[src/rtl/if_stage.sv]
// if_stage: instruction-fetch stage of the 5-stage MIPS pipeline.
// Owns the PC and the IF/ID register, issues single-outstanding fetches on a
// req/addr_ok/data_ok bus, applies decode redirects after the delay slot and
// exception flushes with top priority.
// Optional feature macro: IF_ADEL_EN (misaligned-PC fetch address error).
module if_stage #(
  parameter logic [31:0] RESET_PC = 32'hBFC0_0000
) (
  input  logic        clk_i,
  input  logic        rst_i,
  input  logic        if_stall_i,
  input  logic        flush_i,
  input  logic [31:0] flush_pc_i,
  input  logic        do_branch_i,
  input  logic [31:0] branch_addr_i,
  input  logic        jump_flag_i,
  input  logic [25:0] jump_index_i,
  input  logic        jr_flag_i,
  input  logic [31:0] jr_addr_i,
  output logic        inst_req_o,
  output logic [31:0] inst_addr_o,
  input  logic        inst_addr_ok_i,
  input  logic        inst_data_ok_i,
  input  logic [31:0] inst_rdata_i,
  output logic [31:0] id_instr_o,
  output logic [31:0] id_pc_o,
  output logic [31:0] id_pc4_o,
  output logic        id_valid_o,
  output logic        if_adel_o,
  output logic        if_busy_o
);

  typedef enum logic [1:0] {FETCH = 2'd0, WAIT = 2'd1, HOLD = 2'd2} state_t;

  state_t      state_r;
  logic [31:0] pc_r;
  logic [31:0] redir_r;
  logic [31:0] skid_r;
  logic        redir_v;
  logic        cancel_r;

  logic        fetch_blocked;
  logic        addr_acc;
  logic        deliver_mem;
  logic        deliver_skid;
  logic        deliver_adel;
  logic        deliver;
  logic        redir_sample;
  logic [31:0] deliver_instr;
  logic [31:0] pc_plus4;
  logic [31:0] redir_target;
  logic [31:0] next_pc;

`ifdef IF_ADEL_EN
  // Set once the address-error bubble has been handed to decode; fetching stays
  // parked until a flush supplies a new PC.
  logic        adel_idle_r;
  assign fetch_blocked = (pc_r[1:0] != 2'b00) | adel_idle_r;
  assign deliver_adel  = (state_r == FETCH) & (pc_r[1:0] != 2'b00) & ~adel_idle_r
                         & ~if_stall_i & ~flush_i;
  assign inst_addr_o   = pc_r;
`else
  assign fetch_blocked = 1'b0;
  assign deliver_adel  = 1'b0;
  assign inst_addr_o   = {pc_r[31:2], 2'b00};
`endif

  assign inst_req_o   = ~rst_i & (state_r == FETCH) & ~fetch_blocked;
  assign addr_acc     = inst_req_o & inst_addr_ok_i;
  assign deliver_mem  = (state_r == WAIT) & inst_data_ok_i & ~cancel_r & ~if_stall_i & ~flush_i;
  assign deliver_skid = (state_r == HOLD) & ~if_stall_i & ~flush_i;
  assign deliver      = deliver_mem | deliver_skid | deliver_adel;
  assign pc_plus4     = pc_r + 32'd4;
  assign if_busy_o    = (state_r == WAIT) | (state_r == HOLD);

  // A control transfer in decode is only taken when decode actually consumes it.
  assign redir_sample = id_valid_o & ~if_stall_i & (jr_flag_i | jump_flag_i | do_branch_i);

  // Select the instruction word handed to decode (address error delivers a nop).
  always_comb begin
    deliver_instr = 32'b0;
    if (deliver_mem)       deliver_instr = inst_rdata_i;
    else if (deliver_skid) deliver_instr = skid_r;
  end

  // Redirect target (jr > jump > branch) and the PC following the delivered word.
  always_comb begin
    redir_target = branch_addr_i;
    if (jr_flag_i)        redir_target = jr_addr_i;
    else if (jump_flag_i) redir_target = {id_pc4_o[31:28], jump_index_i, 2'b00};
    next_pc = pc_plus4;
    if (redir_sample)     next_pc = redir_target;  // delay slot delivered this cycle
    else if (redir_v)     next_pc = redir_r;
  end

  // PC, pending redirect and fetch FSM.
  always_ff @(posedge clk_i or posedge rst_i) begin
    if (rst_i) begin
      state_r     <= FETCH;
      pc_r        <= RESET_PC;
      redir_r     <= 32'b0;
      redir_v     <= 1'b0;
      cancel_r    <= 1'b0;
      skid_r      <= 32'b0;
`ifdef IF_ADEL_EN
      adel_idle_r <= 1'b0;
`endif
    end else if (flush_i) begin
      pc_r        <= flush_pc_i;
      redir_v     <= 1'b0;
`ifdef IF_ADEL_EN
      adel_idle_r <= 1'b0;
`endif
      case (state_r)
        FETCH: if (addr_acc) begin
          state_r  <= WAIT;
          cancel_r <= 1'b1;
        end
        // A response landing with the flush retires the outstanding fetch,
        // so nothing is left to cancel.
        WAIT: if (inst_data_ok_i) begin
          state_r  <= FETCH;
          cancel_r <= 1'b0;
        end else begin
          cancel_r <= 1'b1;
        end
        HOLD:    state_r <= FETCH;
        default: state_r <= FETCH;
      endcase
    end else begin
      if (deliver) begin
        pc_r    <= next_pc;
        redir_v <= 1'b0;
      end else if (redir_sample) begin
        redir_r <= redir_target;
        redir_v <= 1'b1;
      end
`ifdef IF_ADEL_EN
      if (deliver_adel) adel_idle_r <= 1'b1;
`endif
      case (state_r)
        FETCH: if (addr_acc) state_r <= WAIT;
        WAIT: if (inst_data_ok_i) begin
          if (cancel_r) begin
            cancel_r <= 1'b0;
            state_r  <= FETCH;
          end else if (!if_stall_i) begin
            state_r  <= FETCH;
          end else begin
            skid_r   <= inst_rdata_i;
            state_r  <= HOLD;
          end
        end
        HOLD:    if (!if_stall_i) state_r <= FETCH;
        default: state_r <= FETCH;
      endcase
    end
  end

  // IF/ID pipeline register: flush and idle cycles load a bubble, stall holds.
  always_ff @(posedge clk_i or posedge rst_i) begin
    if (rst_i) begin
      id_instr_o <= 32'b0;
      id_pc_o    <= 32'b0;
      id_pc4_o   <= 32'd4;
      id_valid_o <= 1'b0;
      if_adel_o  <= 1'b0;
    end else if (flush_i) begin
      id_instr_o <= 32'b0;
      id_pc_o    <= 32'b0;
      id_pc4_o   <= 32'd4;
      id_valid_o <= 1'b0;
      if_adel_o  <= 1'b0;
    end else if (deliver) begin
      id_instr_o <= deliver_instr;
      id_pc_o    <= pc_r;
      id_pc4_o   <= pc_plus4;
      id_valid_o <= 1'b1;
      if_adel_o  <= deliver_adel;
    end else if (!if_stall_i) begin
      id_instr_o <= 32'b0;
      id_pc_o    <= 32'b0;
      id_pc4_o   <= 32'd4;
      id_valid_o <= 1'b0;
      if_adel_o  <= 1'b0;
    end
  end

endmodule

[config.mk]
export PLATFORM = sky130hd
export DESIGN_NAME = if_stage
export DESIGN_NICKNAME = d
export VERILOG_FILES = /design/src/rtl/if_stage.sv
export SDC_FILE = /design/constraint.sdc
export NUM_CORES = 1
export LEC_CHECK = 0
export BUFFER_PORTS_ARGS = -buffer_cell sky130_fd_sc_hd__buf_4
export CORE_ASPECT_RATIO = 1.4
export CORE_MARGIN = 3
export CORE_UTILIZATION = 45
export DETAILED_ROUTE_END_ITERATION = 7
export GPL_TIMING_DRIVEN = 0
export HOLD_SLACK_MARGIN = 0.1
export PLACE_DENSITY = 0.71
export SETUP_SLACK_MARGIN = 0.2
export SLEW_MARGIN = 20
export SYNTH_ARGS = -nofsm -noshare
export SYNTH_HDL_FRONTEND = slang
export SYNTH_SLANG_ARGS = --single-unit
export TNS_END_PERCENT = 30
[constraint.sdc]
create_clock -name clk_i -period 13.96 [get_ports clk_i]
set_clock_uncertainty 0.1 [all_clocks]
set_input_delay 3.49 -clock clk_i [delete_from_list [all_inputs] [get_ports clk_i]]
set_output_delay 3.49 -clock clk_i [all_outputs]
set_load 0.05 [all_outputs]
; Word level (Yosys, flattened, before mapping)
; Cells that the tools add are included.
[classes]
muxes = 39
n_bitwise = 19
add_sub_neg = 1
n_eq_ne = 6
reduce_logical = 10
[ops]
columns = cell, count
row1 = $mux 32, 16
row2 = $add 32x3->32 const B, 1
row3 = $mux 2, 7
row4 = $mux 1, 13
row5 = $and 1x1->1, 10
row6 = $reduce_bool 2->1, 4
row7 = $ne 3x3->1 const B, 2
row8 = $pmux 2 s3, 1
row9 = $not 1->1, 5
row10 = $reduce_and 5->1, 1
row11 = $or 1x1->1, 4
row12 = $pmux 2 s2, 1
row13 = $reduce_and 4->1, 1
row14 = $ne 3x1->1 const B, 1
row15 = $reduce_and 3->1, 1
row16 = $reduce_bool 3->1, 1
row17 = $eq 2x1->1 const B, 1
row18 = $eq 2x2->1 const B, 1
row19 = $logic_not 2->1, 1
row20 = $ne 2x2->1 const B, 1
row21 = $pmux 1 s2, 1
row22 = $reduce_and 2->1, 1
[totals]
out_inout_bits = 132
wordCells = 86
reg_bits = 198
input_bits = 163

; Depth between registers and ports, before layout
[depth]
ltp_word = 8
depth_mapped = 10
depth_no_buf = 7

; Worst setup path after synthesis
; Ideal clock, no wire load.
[synth_timing]
path_type = in2reg
from = in rst_i
to = reg state_r[1]
arrival_ps = 8130
path_slack_ps = 5610
n_path_buf = 0
t_required_ps = 13740
path_stages = 4
cell_sequence = inv_1 > a21o_1 > a21oi_1 > a41o_1
[synth_between]
elab_chain_len = 6
elab_cells_between_ends = 7
[synth_rtl]
columns = element, line
row1 = "start, declared", 10  ; input logic rst_i,
row2 = $not 1->1 (*), 68  ; assign inst_req_o = ~rst_i & (state_r == FETCH) & ~fetch_blocked;
row3 = $and 1x1->1 (*), 68
row4 = $and 1x1->1 (*), 69  ; assign addr_acc = inst_req_o & inst_addr_ok_i;
row5 = $mux 2 (*), n/a
row6 = $pmux 2 s3 / $pmux 2 s2 (equally long branches), n/a
row7 = $mux 2 (*), n/a
row8 = "end signal, assigned", 99  ; state_r <= FETCH;
row9 = "end signal, assigned", 116  ; state_r <= WAIT;
row10 = "end signal, assigned", 122  ; state_r <= FETCH;
row11 = "end, declared", 35  ; state_t state_r;
; Every way passes the cells marked *; elsewhere a longest branch is shown, timed or not.
; A chain may end at the register's enable or synchronous reset.

; Final worst setup path
[layout_timing]
from = in rst_i
to = out inst_req_o
[layout_between]
elab_chain_len = 2
[layout_rtl]
columns = element, line
row1 = $not 1->1, 68
row2 = $and 1x1->1, 68
row3 = "end, declared", 20  ; output logic inst_req_o,
; Every way passes these cells.

==> metrics.md <==
| Metric | Value |
|---|---|
| Outcome | finished clean |
| CP required | 10.37 ns |
| Worst Path Max Fanout | 2 |
| Compound-gate portion of the synthesized area | 0.171 |
| CTS tree | yes |
| Fill cell count | 1,863 |
| Share of layout cells above drive strength 1 | 0.316 |
| FFs w/ async S/R, synth | 1.00 |
| Yosys warns | 0 |
| Fmax | 0.133 GHz |
| # diodes | 0 |
| Initial antenna violation count | 0 |
| DIE AREA | 23,500 um2 |
| Max Cap Viol | 0 |
| Main synth FF type | dfrtp_1 |
| Most common cell on crit path | buf_4 |
| Switch share | 0.369 |
| Largest net degree at the start of global routing | 106 |
| Starting Density | 0.459 |
| Via count | 8,951 |
| Crit. End Element | primary output |
| Die Wd | 130 um |
| WL/cell | 21.8 um |
| GPL Wtd Cong | 0.917 |
| Fin crit share | 0.539 |
| FF/Latch Area | 4890 um2 |
| Worst-path clk slew | 0.07 ns |
| Drt first pass iters | 6 |
| First-iteration detailed-routing DRC count | 632 |
| Static Leak | 6.31 nW |
| Mapped cell area | 9740 um2 |
| Post-CTS Hold Fix Bufs | 0 |
| Footprint of the multi-input gates | 4470 um2 |
| Fin. Hold Viols | 0 |
| Worst-margin pin slew | 1.02 ns |
| Global-route wire length before repair | 50,400 um |
| IO buf count | 290 |
| Root buf cell | clkbuf_16 |
| Seq cells post-synth | 195 |
| Post-synth EDFFs | 0 |
| Vias in the first global route | 8,953 |
| Final #Nets | 1,456 |
| Post-Layout Cell Count | 1,562 |
| Critical-path cell list | buf_4 -> nor2_1 -> buf_4 |
| Setup TNS | 0 ns |
| Synth area leaders | dfrtp_1, mux2i_1, nand2_1, mux2_2, o21ai_0 |
| CP max stage delay | 0.21 ns |
| Avg Vias per Cell | 5.73 |
| Grt ovf | 0 |
| Min Tclk post-route | 7.52 ns |
| Logic pwr share | 0.325 |
| Die Height | 180 um |
| Detail Placement HPWL | 25,900 um |
| Htree depth | 4 |
| Crit path max-delay cell type | buf_4 |
| Post-Synth XOR/XNOR Area | 0.0198 |
| Syn-to-layout area delta | 32.7% |
| Sw Pwr | 718 uW |
| Core area | 21,200 um2 |
| CTS Buf Count | 17 |
| Synth top area share | 0.475 |
| Simple-gate area share of the yosys netlist | 0.133 |
| Final WL | 34,100 um |
| Tot GR Track Use | 0.283 |
| Synth Area in Adders | 0.00514 |
| Seq/Total Area, Yosys | 0.502 |
| Buffers & Inverters on Critical Path | 2 |
| Critical path arrival | 3.93 ns |
| Largest family of logic cells by synthesized area | compound AO/OA/AOI/OAI gates |
| Max VDD drop | 0.0000985 V |
| Cell Rows | 63 |
| Detail Route Antenna Nets | 0 |
| Synth area leader | dfrtp_1 |
| CP Class | in2out |
| Mux contribution to synthesized area | 0.129 |
| Longest Clk Path Bufs | 2 |
| Max_slew headroom | 0.320 |
| Max-slew violation count | 0 |
| Clk network pwr share | 0.271 |
| Reg power frac | 0.403 |
| I/O Pins | 295 |
| Clock Sink Count | 195 |
| Post-cts resize count | 0 |
| Cell count after placement | 1,530 |
| Power density cells | 151 nW/um2 |
| RSZ-0062 raised after global routing | no |
| Internal power | 1.23 mW |
| Clock Latency Late Sink | 0.44 ns |
| Synth Area per Inst | 9.98 um2 |
| R2R Setup Slk | 10.57 ns |
| Final setup vio count | 0 |
| Min-Delay Path Class | reg2reg |
| Yosys cell types | 61 |
| DRC viols | 0 |
| Synth Instances | 976 |
| # Post-CTS Setup Buffers | 0 |
| CP delay by family, top | buffers and inverters |
| Crit start category | input pin |
registers in the layout, indices dropped and copies added (netlist names):
name	flops
redir_v	1
id_valid_o	1
id_pc_o	32
skid_r	32
pc_r	32
cancel_r	1
redir_r	32
id_instr_o	32
state_r	2
id_pc4_o	30
metal layers:
metal	up-vias	GRT usage	part of all wire
li1	4103	-	-
met1	4369	0.333	0.37
met2	408	0.494	0.52
met3	71	0.0652	0.081
met4	0	0.109	0.034
met5	-	0	0
stage by stage:
stage          setup WS [ns]   util  total power, mW  area [um2]  hold WS, ns
2_1_floorplan           5.04      -             1.20        9740        0.341
3_3_place_gp            2.68  0.578             1.41       12200        0.356
3_5_place_dp            6.44  0.580             1.43       12300        0.362
4_1_cts                 6.43  0.609             1.95       12900        0.379
5_1_grt                 6.43  0.609             2.03       12900        0.402
6_report                6.44  0.609             1.95       12900        0.381
placed cells by master (no fill, tap or decap), types with 11 or more instances in the layout:
master,synthesis,final
dfrtp_1,185,185
nand2_1,153,153
mux2_2,50,50
clkbuf_1,58,58
o21ai_0,112,112
a21oi_1,33,33
xnor2_1,12,12
nor3_1,11,11
buf_2,12,12
a22o_1,29,29
buf_4,7,297
nand3_1,15,15
inv_1,12,11
nor2_1,42,42
mux2i_1,69,69
clkbuf_16,0,17
a22oi_1,18,18
power groups by stage:
stage | Clock [mW] | Sequential (mW) | Combinational [mW]
2_1_floorplan | 0 | 0.912 | 0.291
3_3_place_gp | 0 | 0.787 | 0.619
3_5_place_dp | 0 | 0.794 | 0.633
4_1_cts | 0.529 | 0.783 | 0.635
5_1_grt | 0.552 | 0.799 | 0.681
6_report | 0.528 | 0.785 | 0.633
layout make-up:
cell class                 instances  area share
buffer                            81      0.0267
clock buffer                      19      0.0351
clock inverter                    13      0.0132
inverter                          12     0.00407
multi-input combinational        690       0.346
sequential                       195       0.379
tap                              260      0.0252
timing repair buffer             292       0.171
synthesized netlist by cell type (all sizes together), types with 2 or more instances:
| cell type | instances |
|---|---|
| nand2b | 10 |
| a21o | 4 |
| a21boi | 2 |
| o221ai | 3 |
| or4 | 3 |
| nor2 | 42 |
| and4 | 5 |
| o211ai | 9 |
| o31ai | 8 |
| o31a | 3 |
| or3 | 5 |
| nor4b | 2 |
| mux2i | 69 |
| and3 | 3 |
| buf | 23 |
| nand3 | 16 |
| mux2 | 50 |
| nor4 | 5 |
| a21oi | 33 |
| inv | 12 |
| ha | 4 |
| o311ai | 5 |
| nand4 | 10 |
| a221oi | 2 |
| nor3 | 11 |
| o22ai | 3 |
| a31oi | 8 |
| and2 | 3 |
| o22a | 2 |
| o21a | 10 |
| o21ai | 113 |
| a22oi | 18 |
| a22o | 29 |
| clkbuf | 58 |
| dfrtp | 185 |
| xor2 | 10 |
| xnor2 | 12 |
| nor2b | 9 |
| dfstp | 10 |
| nand2 | 153 |
worst register-to-register path: cells and delay by family, from the launching register on:
family / cells / cell delay [ns]
buf+inv: 4 / 1.42
compound gates: 2 / 0.92
flops: 1 / 0.35
fa+ha+maj: 1 / 0.25
simple gates: 1 / 0.19
final timing paths:
path | from | endpoint | cells past startpoint
min | redir_r[6]$_DFFE_PP0P_ | redir_r[6]$_DFFE_PP0P_ | 2
max in group asynchronous | rst_i | pc_r[26]$_DFFE_PP1P_ | 3
min reg2reg | redir_r[6]$_DFFE_PP0P_ | redir_r[6]$_DFFE_PP0P_ | 2
min in group asynchronous | rst_i | id_instr_o[19]$_DFFE_PP0P_ | 2
max reg2reg | state_r[1]$_DFFE_PP0P_ | id_pc4_o[9]$_DFFE_PP0P_ | 8
max | rst_i | inst_req_o | 3
cell families (layout without fill, tap and decap cells):
group	count (synthesis)	count (layout)
multiplexers	119	119
flip-flops	195	195
XOR/XNOR	22	22
adder cells (fa/ha/maj)	4	4
buffers and inverters	93	417
AO/OA/AOI/OAI	261	261
other	1	3
AND/OR/NAND/NOR	281	281
(Power assumes the default switching activity.)
